### src/rtl/uart_rx.sv
// UART receiver: oversampled start/data/stop recovery with runtime frame format.
// Ports: clk, reset (async active-low), s_tick, rx, d_bits, stop_ticks,
//        dout (right-justified data), rx_done (1-clk pulse), frame_err.
module uart_rx #(
    parameter int DATA_BITS   = 8,
    parameter int OVRSAMPLING = 16
) (
    input  logic                 clk,
    input  logic                 reset,
    input  logic                 s_tick,
    input  logic                 rx,
    input  logic [3:0]           d_bits,
    input  logic [5:0]           stop_ticks,
    output logic [DATA_BITS-1:0] dout,
    output logic                 rx_done,
    output logic                 frame_err
);

    localparam int NW = (DATA_BITS > 1) ? $clog2(DATA_BITS) : 1;
    localparam logic [3:0] DB      = 4'(DATA_BITS);
    localparam logic [5:0] S_MID   = 6'(OVRSAMPLING / 2 - 1);
    localparam logic [5:0] S_LAST  = 6'(OVRSAMPLING - 1);

    typedef enum logic [1:0] {
        IDLE,
        START,
        DATA,
        STOP
    } state_t;

    state_t               state, state_n;
    logic [5:0]           s_reg, s_n;
    logic [NW-1:0]        n_reg, n_n;
    logic [DATA_BITS-1:0] b_reg, b_n;
    logic [DATA_BITS-1:0] dout_n;
    logic                 fe_n;
    logic                 done_n;
    logic                 rx_meta, rx_sync;
    logic [3:0]           d_eff;

    // Out-of-range word lengths fall back to the full data width.
    always_comb begin
        if (d_bits < 4'd5 || d_bits > DB)
            d_eff = DB;
        else
            d_eff = d_bits;
    end

    // Two-flop synchronizer, reset to the idle (mark) level.
    always_ff @(posedge clk or negedge reset) begin
        if (!reset) begin
            rx_meta <= 1'b1;
            rx_sync <= 1'b1;
        end else begin
            rx_meta <= rx;
            rx_sync <= rx_meta;
        end
    end

    always_ff @(posedge clk or negedge reset) begin
        if (!reset) begin
            state     <= IDLE;
            s_reg     <= '0;
            n_reg     <= '0;
            b_reg     <= '0;
            dout      <= '0;
            frame_err <= 1'b0;
            rx_done   <= 1'b0;
        end else begin
            state     <= state_n;
            s_reg     <= s_n;
            n_reg     <= n_n;
            b_reg     <= b_n;
            dout      <= dout_n;
            frame_err <= fe_n;
            rx_done   <= done_n;
        end
    end

    always_comb begin
        state_n = state;
        s_n     = s_reg;
        n_n     = n_reg;
        b_n     = b_reg;
        dout_n  = dout;
        fe_n    = frame_err;
        done_n  = 1'b0;
        case (state)
            IDLE: begin
                if (!rx_sync) begin
                    state_n = START;
                    s_n     = '0;
                end
            end
            START: begin
                if (s_tick) begin
                    if (s_reg == S_MID) begin
                        // A high line at mid start bit is a glitch.
                        if (!rx_sync) begin
                            state_n = DATA;
                            s_n     = '0;
                            n_n     = '0;
                        end else begin
                            state_n = IDLE;
                        end
                    end else begin
                        s_n = s_reg + 6'd1;
                    end
                end
            end
            DATA: begin
                if (s_tick) begin
                    if (s_reg == S_LAST) begin
                        s_n = '0;
                        b_n = {rx_sync, b_reg[DATA_BITS-1:1]};
                        if (4'(n_reg) == d_eff - 4'd1)
                            state_n = STOP;
                        else
                            n_n = n_reg + NW'(1);
                    end else begin
                        s_n = s_reg + 6'd1;
                    end
                end
            end
            STOP: begin
                if (s_tick) begin
                    if (s_reg == stop_ticks - 6'd1) begin
                        state_n = IDLE;
                        // Short words sit in the top of b_reg.
                        dout_n  = b_reg >> (DB - d_eff);
                        fe_n    = ~rx_sync;
                        done_n  = 1'b1;
                    end else begin
                        s_n = s_reg + 6'd1;
                    end
                end
            end
            default: state_n = IDLE;
        endcase
    end

endmodule

### config.mk
export PLATFORM = sky130hd
export DESIGN_NAME = uart_rx
export DESIGN_NICKNAME = d
export VERILOG_FILES = /design/src/rtl/uart_rx.sv
export SDC_FILE = /design/constraint.sdc
export NUM_CORES = 1
export LEC_CHECK = 0
export ABC_AREA = 1
export BUFFER_PORTS_ARGS = -buffer_cell sky130_fd_sc_hd__buf_2
export CAP_MARGIN = 20
export CORE_ASPECT_RATIO = 1.75
export CORE_MARGIN = 5
export CORE_UTILIZATION = 45
export DETAILED_ROUTE_END_ITERATION = 8
export HOLD_SLACK_MARGIN = 0.08
export RECOVER_POWER = 25
export REMOVE_ABC_BUFFERS = 1
export SYNTH_ARGS = -nofsm -noshare
export SYNTH_HDL_FRONTEND = slang
export SYNTH_SLANG_ARGS = --single-unit
### constraint.sdc
create_clock -name clk -period 1.9 [get_ports clk]
set_clock_uncertainty 0.2 [all_clocks]
set_input_delay 0.095 -clock clk [delete_from_list [all_inputs] [get_ports clk]]
set_output_delay 0.095 -clock clk [all_outputs]
set_load 0.01 [all_outputs]
==> run summary, run 1 <==
Leak: 1.23 nW
Most frequent CP cell: nand2_1
First-pass GRT wire length: 7780 um
Final count of hold timing violations: 0
Startpoint types: flop
Power per cell area: 1010 nW/um^2
CTS sink count: 31
Synthesized cell area: 2010 sq um
Endpoint class of the critical path: flop
Setup repair after global routing missed its margin: yes
Crit-path slowest cell: dfrtp_1
Slew HR: 47.3%
Drt pass-1 iters: 4
Yosys Warn Count: 0
FMAX: 548 MHz
Commonest non-fill, non-tap cell in the layout: nand2_1
Cell Area, Placed: 2240 sq um
Die area: 5950 sq um
Worst skew pair latency: 280 ps
Worst Path Max Fanout: 19
Setup_tns: 0 ps
Tmin final: 1820 ps
Async set-reset flop share out of synthesis: 100%
Status: completed
Initial DRC count: 69
DP Cell Count: 355
Finished Layout Cells: 371
Post-synthesis sequential area ratio: 38.7%
# DRC: 0
Antenna-violating nets left: 0
Synth area leader: dfrtp_1
WP data arrival: 1800 ps
IO Pins: 24
Least-Margin Pin Slew: 790 ps
Most frequent cells in the layout: nand2_1, inv_1, dfrtp_1, nand3_1, nor2_1
Top post-synthesis cells by area: dfrtp_1, nand2_1, inv_1, nand3_1, o21ai_2
DRT met1 WL: 1760 um
Clk slew on worst S/H paths: 70 ps
Vias per inst: 4.98
Routed WL: 4660 um
Chip Width: 60.5 um
# rows: 32
Max-cap violations: 0
Clock Path Buffers: 2
Synth Flop Type: dfrtp_1
Die Y-Extent: 98.4 um
Placer Congestion: 0.870
Core area: 4360 sq um
Total number of vias: 1846
Final Slew Violations: 0
Final Instance Area: 2470 sq um
Synth Register Bits: 31
Largest net degree at the start of global routing: 32
Final Hold Slack: 158 ps
Met2 Wirelength: 2590 um
Root Buffer: clkbuf_8
Num CTS Buffers: 5
Final setup violation count: 0
CTS HTree Levels: 2
Ant. Diodes: 0
HPWL Detailed: 3510 um
Netlist cell types: 30
CP max stage delay: 380 ps
CP required: 1870 ps
Share of cells above drive strength 1: 22.8%
Met3 Wirelength: 110 um
Worst path cell trace: buf_4 -> nand2_1 -> inv_1 -> nor2_1 -> nand2_1 -> nor2_1 -> nand2_1 -> nor2_4 -> nand4_4 -> buf_12 -> nand2_1 -> o21ai_2
CP top delay family: simple AND/OR/NAND/NOR gates
Initial antenna violation count: 0
Total Routing Usage GR: 17.1%
Worst IR Drop VDD: 0.672 mV
Post-synth EDFFs: 0
Vias in the first global route: 1853
CP Class: flop to flop
Uppermost routed layer: met4
Syn avg cell area: 7.25 sq um
Final worst-path cycle share: 96.0%
CTS tree: yes
Syn Inst Count: 277
Area share of the largest cell type after synthesis: 36.1%
Routed length per placed instance: 12.6 um
Total Nets Final: 338
Total grt overflow: 0
WP buf/inv: 3
Area Overhead vs Synth: 22.9%
Final core utilization: 56.6%
Port Buf Inserts: 23
Initial Utilization: 46.0%
Hold Path Class: flop to flop
-- final timing paths --
check,start,endpoint,slack (ps),cells past startpoint
max reg2reg,s_reg[0]$_DFFE_PN0P_,dout[0]$_DFFE_PN0P_,80,12
min,rx_meta$_DFF_PN1_,rx_sync$_DFF_PN1_,160,0
max,s_reg[0]$_DFFE_PN0P_,dout[0]$_DFFE_PN0P_,80,12
max in group asynchronous,reset,b_reg[7]$_DFFE_PN0P_,780,2
min in group asynchronous,reset,b_reg[2]$_DFFE_PN0P_,230,2
min reg2reg,rx_meta$_DFF_PN1_,rx_sync$_DFF_PN1_,160,0
-- timing repair --
item,4_1_cts,5_1_grt
endpoints found under the setup margin,4,26
resized for setup,1,16
pin swaps,0,3
gates cloned,0,0
endpoints found under the hold margin,31,0
hold buffers,3,0
setup buffers,2,3
-- routing by layer --
metal,global-route usage (%),vias up
li1,-,977
met1,17.0,825
met2,31.8,30
met3,3.04,14
met4,8.85,0
met5,0,-
-- logic make-up after synthesis --
family	after synthesis	synth area share (%)
AOI/OAI and AO/OA	45	13.6
buffers and inverters	39	7.97
adders and majority gates	5	3.11
DFF	31	38.7
xor gates and xnor gates	8	3.49
and+or+nand+nor	149	33.1
-- final cells by class --
type | count | area, sq um
Inverter | 33 | 124
Fill cell | 432 | 1900
Clock inverter | 2 | 35.0
Tap cell | 51 | 63.8
Multi-Input combinational cell | 207 | 1120
Sequential cell | 31 | 778
Timing Repair Buffer | 41 | 263
Clock buffer | 6 | 82.6
-- synthesized netlist by cell type (all sizes together) (4+ instances only) --
cell   instances
a21oi          4
buf            6
dfrtp         29
ha             5
inv           33
nand2         92
nand3         19
nand4          8
nor2          24
o21ai         35
xor2           5
-- worst reg2reg max path: stages (launching register included) --
cell,delay [ps]
dfrtp_1,380
buf_4,140
nand2_1,50
inv_1,30
nor2_1,80
nand2_1,60
nor2_1,110
nand2_1,90
nor2_4,170
nand4_4,110
buf_12,180
nand2_1,80
o21ai_2,50
-- stage by stage --
step                      total power [mW]  setup WS (ps)
after global routing                  2.68          -70.2
after floorplan                       1.46            103
final                                 2.50           75.5
after CTS                             2.44           9.93
after detailed placement              1.70           2.71
after global placement                1.70           16.5
-- report_power, final --
part           leakage [nW]  switching, mW  internal (mW)
sequential            0.407          0.121          0.758
clock                0.0612          0.255          0.424
combinational         0.765          0.556          0.381
(Power assumes the default switching activity.)
==> run 2: changes to the inputs <==
- CELL_PAD_IN_SITES_DETAIL_PLACEMENT: unset -> 2
- CELL_PAD_IN_SITES_GLOBAL_PLACEMENT: unset -> 2
- CORE_UTILIZATION: 45 -> 33
- PLACE_DENSITY_LB_ADDON: unset -> 0.1
- REMOVE_ABC_BUFFERS: 1 -> unset
==> run 2 against run 1 <==
  * Sequential share of layout area shrank 1.4 points
  * Combinational power grew 18%
  * Critical path type unchanged
  * Flip-flop and latch count is the same
  * Via count grew 11%
  * Largest cell class unchanged
==> run summary, run 2 (synthesis gave the netlist of run 1 again) <==
Ant. Diodes: 0
CTS HTree Levels: 2
Sw Ratio: 41.5%
Total Routing Usage GR: 17.5%
Num CTS Buffers: 5
Share of cells above drive strength 1: 30.2%
Post-Syn Nets: 296
Tmin final: 1890 ps
# DRC: 0
Total grt overflow: 0
Pwr Total: 2.51 mW
Psw: 1.04 mW
CTS tree: yes
Largest net degree at the start of global routing: 32
P_int: 1.47 mW
Combinational share of power: 44.1%
Total Nets Final: 343
Endpoint class of the critical path: flop
Hold Path Class: input pin to flop
Max-cap violations: 0
Worst path cell trace: ha_2 -> nand2_2 -> inv_4 -> nand2_4 -> o21ai_4 -> o22ai_2 -> nor2_2 -> buf_4 -> nand4_1 -> nand2_1
Vias per inst: 5.06
Final WS setup: 9.71 ps
Total number of vias: 2041
Filler instances: 749
Commonest non-fill, non-tap cell in the layout: nand2_1
Routed length per placed instance: 15.9 um
Setup repair after global routing missed its margin: yes
Root Buffer: clkbuf_8
FMAX: 529 MHz
Die Y-Extent: 113 um
Sequential share of power: 35.8%
DP Cell Count: 388
First-pass GRT wire length: 10300 um
Final worst-path cycle share: 99.5%
Worst Path Max Fanout: 4
Initial antenna violation count: 0
Antenna-violating nets left: 0
Least-Margin Pin Slew: 807 ps
Clock Path Buffers: 2
Core area: 5930 sq um
Placer Congestion: 0.788
Power per cell area: 975 nW/um^2
Clk slew on worst S/H paths: 70 ps
Port Buf Inserts: 23
Slew HR: 46.2%
WP data arrival: 1920 ps
Finished Layout Cells: 403
Final setup violation count: 0
CP max stage delay: 410 ps
Worst IR Drop VDD: 0.465 mV
CTS sink count: 31
Initial Utilization: 33.9%
Crit-path slowest cell: dfrtp_1
# rows: 37
Final count of hold timing violations: 0
Status: completed
HPWL Detailed: 4930 um
Worst skew pair latency: 280 ps
Area Overhead vs Synth: 28.4%
Final Slew Violations: 0
Vias in the first global route: 2263
Leak: 1.27 nW
Drt pass-1 iters: 4
Clock power share: 20.1%
CP Class: flop to flop
Initial DRC count: 40
Die area: 7810 sq um
Most frequent cells in the layout: nand2_1, inv_1, dfrtp_1, nand2_2
Chip Width: 69.0 um
Routed WL: 6400 um
IO Pins: 24
Startpoint types: flop
Pre-CTS WS: -123 ps
CP required: 1930 ps
[run 2: worst paths after layout]
check,from,to,slack (ps),depth (start not counted)
hold reg to reg,rx_meta$_DFF_PN1_,rx_sync$_DFF_PN1_,160,0
setup / recovery,s_reg[1]$_DFFE_PN0P_,flop,10,10
max in group asynchronous,reset,dout[2]$_DFFE_PN0P_,750,2
hold / removal,s_tick,dout[5]$_DFFE_PN0P_,120,4
setup reg to reg,s_reg[1]$_DFFE_PN0P_,flop,10,10
min in group asynchronous,reset,n_reg[0]$_DFFE_PN0P_,230,2
[run 2: layout make-up]
| type | instances | area (sq um) | share of cell area (%) |
|---|---|---|---|
| multi-input cells | 207 | 1190 | 46.3 |
| flip-flops and latches | 31 | 778 | 30.2 |
| repair buffers | 46 | 302 | 11.7 |
| inverters | 33 | 126 | 4.90 |
| well taps | 78 | 97.6 | 3.78 |
| clock buffers | 7 | 76.3 | 2.96 |
| clock inverters | 1 | 5.00 | 0.194 |
[run 2: critical path, delay by kind of cell (launching register included)]
kind	cells	cell delay (ps)
compound gates	2	290
fa+ha+maj	1	220
buf+inv	2	230
flops	1	410
simple gates	5	490
[run 2: through the flow]
| step | hold WS, ps | area, sq um | TNS (ps) | utilization (%) |
|---|---|---|---|---|
| 2_1_floorplan | -401 | 2010 | 0 | - |
| 3_3_place_gp | -4.82 | 2320 | -1.52 | 39.1 |
| 3_5_place_dp | -0.778 | 2320 | -533 | 39.1 |
| 4_1_cts | 85.1 | 2450 | -19.0 | 41.3 |
| 5_1_grt | 127 | 2580 | -794 | 43.5 |
| 6_report | 118 | 2580 | 0 | 43.5 |
[run 2: routing by layer]
metal  global-route usage (%)  wire length, um  up-vias
met2                     36.2             4020       23
met1                     15.7             2150     1024
met5                        0                0        -
met4                     5.47              107        0
met3                     2.68              125        9
li1                         -                -      985
[run 2: power by group through the flow]
stage          combinational, mW  sequential [mW]  clock [mW]
2_1_floorplan              0.618            0.854           0
3_3_place_gp               0.901            0.890           0
3_5_place_dp               0.935            0.894           0
4_1_cts                    0.989            0.887       0.528
5_1_grt                     1.24            0.917       0.558
6_report                    1.11            0.899       0.505
[run 2: timing repair]
item | 4_1_cts | 5_1_grt
gates cloned | 0 | 0
hold endpoints to repair | 30 | 0
resized for setup | 8 | 38
setup endpoints to repair | 14 | 28
pin swaps | 6 | 12
buffers inserted | 1 | 4
hold buffers | 2 | 0
==> run 3: changes to the inputs <==
- REMOVE_ABC_BUFFERS: unset -> 1
==> run 3 against run 2 <==
  * The run now ends with negative setup slack left
  * Clock-buffer cell count is 2 lower
  * Sequential power down 0.7%
  * Cell count increased by 0.25%
  * First-iteration DRC count up 28%
  * Critical path depth is the same
  * Total power decreased by 1.1%
  * Register-to-register slack worse by 20 ps
  * Critical path type unchanged
  * Largest power group unchanged
==> run summary, run 3 (synthesis gave the netlist of run 1 again) <==
# DRC: 0
R2r worst-path depth: 10
Area of the multi-input gates: 1200 sq um
# rows: 37
Tmin final: 1910 ps
CP required: 1890 ps
Worst hold stages: 0
Total grt overflow: 0
Initial Utilization: 33.9%
Chip Width: 69.0 um
Antenna-violating nets left: 0
Worst path cell trace: ha_2 -> nand2_1 -> inv_2 -> nand2_4 -> o21ai_4 -> o22ai_2 -> nor2_2 -> nand4_1 -> nand2_1 -> nand2_1
Violated checks: negative setup slack
Total Nets Final: 344
Met2 Track Usage GR: 35.1%
Worst Path Max Fanout: 4
Commonest non-fill, non-tap cell in the layout: nand2_1
Worst IR Drop VDD: 0.484 mV
Leak: 1.30 nW
Core area: 5930 sq um
Least-Margin Pin Slew: 827 ps
Grt met3 use: 3.08%
Num CTS Buffers: 5
Die Y-Extent: 113 um
Area Overhead vs Synth: 29.6%
Max-cap violations: 0
CTS HTree Levels: 2
Final setup violation count: 1
GRT Max-Usage Layer: met2
HPWL Detailed: 4840 um
Share of cells above drive strength 1: 29.8%
Hold Path Sink: rx_sync$_DFF_PN1_
Total Routing Usage GR: 17.6%
Clock Path Buffers: 2
Root Buffer: clkbuf_8
M1 GR Usage: 16.0%
CTS sink count: 31
Pre-CTS WS: -81.0 ps
Total number of vias: 2034
Die area: 7810 sq um
Filler instances: 740
CP Class: flop to flop
Hold Path Class: flop to flop
Worst skew pair latency: 300 ps
Finished Layout Cells: 404
Endpoint class of the critical path: flop
Clk slew on worst S/H paths: 70 ps
Final Slew Violations: 0
Crit-path slowest cell: dfrtp_1
Ant. Diodes: 0
R2R setup slack: -10 ps
FMAX: 523 MHz
WP data arrival: 1900 ps
Final count of hold timing violations: 0
Final worst-path cycle share: 101%
Startpoint types: flop
Final core utilization: 44.0%
Vias in the first global route: 2243
Most frequent cells in the layout: nand2_1, inv_1, dfrtp_1, nand3_1
CTS tree: yes
Initial DRC count: 51
First-pass GRT wire length: 10200 um
Largest net degree at the start of global routing: 32
Port Buf Inserts: 23
Hold path start: rx_meta$_DFF_PN1_
CP max stage delay: 400 ps
Reg area: 778 sq um
DP Cell Count: 389
Status: finished, violations left
Cell Area, Placed: 2330 sq um
Final Hold Slack: 157 ps
IO Pins: 24
Initial antenna violation count: 0
Power per cell area: 954 nW/um^2
Final Instance Area: 2610 sq um
Routed length per placed instance: 15.9 um
Placer Congestion: 0.799
Final WS setup: -13.6 ps
Setup repair after global routing missed its margin: yes
Drt pass-1 iters: 2
Vias per inst: 5.03
Routed WL: 6430 um
Slew HR: 44.9%
Most frequent CP cell: nand2_1
FF-to-FF Start: s_reg[1]$_DFFE_PN0P_
## run 3: cell types whose count changed in the layout (fill, tap and decap cells not counted), moves of 2 or more
| cell | change |
|---|---|
| o21ai_1 | +4 |
| o21ai_2 | -3 |
| clkinv_2 | +2 |
| clkbuf_1 | -3 |
| buf_6 | +2 |
| buf_4 | -2 |
| nand2_1 | +2 |
| nand2_2 | -3 |
## run 3: repair_timing
action                     CTS  global route
hold endpoints to repair    39             0
setup endpoints to repair    9            28
hold buffers                 3             0
buffers inserted             0             3
pin swaps                    0            10
cloned                       0             1
resized for setup            4            45
## run 3: routing by layer
| layer | vias to the layer above | part of all wire [%] |
|---|---|---|
| li1 | 993 | - |
| met1 | 1006 | 35 |
| met2 | 23 | 60 |
| met3 | 12 | 2.6 |
| met4 | 0 | 2.3 |
| met5 | - | 0 |
## run 3: worst max-delay path by stage
stage	endpoint	slack, ps	from
final	flop	-10	s_reg[1]$_DFFE_PN0P_
after global placement	s_reg[1]$_DFFE_PN0P_	-20	stop_ticks[1]
after detailed placement	s_reg[2]$_DFFE_PN0P_	-80	stop_ticks[1]
after CTS	s_reg[2]$_DFFE_PN0P_	-30	s_reg[1]$_DFFE_PN0P_
after global routing	n_reg[1]$_DFFE_PN0P_	-130	s_reg[1]$_DFFE_PN0P_
after floorplan	n_reg[0]$_DFFE_PN0P_	100	d_bits[2]
## run 3: through the flow
stage               total power, mW  setup TNS [ps]
floorplan                      1.46               0
global placement               1.78           -50.9
detailed placement             1.84            -724
global route                   2.69           -1890
CTS                            2.40           -90.9
finish                         2.49           -13.6
## run 3: final cells by class
type                    instances  share of cell area (%)
clock buffers                   5                    2.64
well taps                      78                    3.75
flip-flops and latches         31                    29.9
clock inverters                 3                   0.576
repair buffers                 47                    12.3
inverters                      33                    4.76
multi-input cells             207                    46.1
## run 3: report_power, final
group | leakage [nW] | internal [mW] | switching, mW | total (mW)
registers | 0.407 | 0.758 | 0.134 | 0.893
logic | 0.840 | 0.431 | 0.646 | 1.08
clock network | 0.0477 | 0.250 | 0.265 | 0.516
## run 3: worst max-delay path: cells and delay by family (launching register included)
family	cells	cell delay (ps)
flops	1	400
simple gates	6	620
buf+inv	1	120
compound gates	2	260
fa+ha+maj	1	210
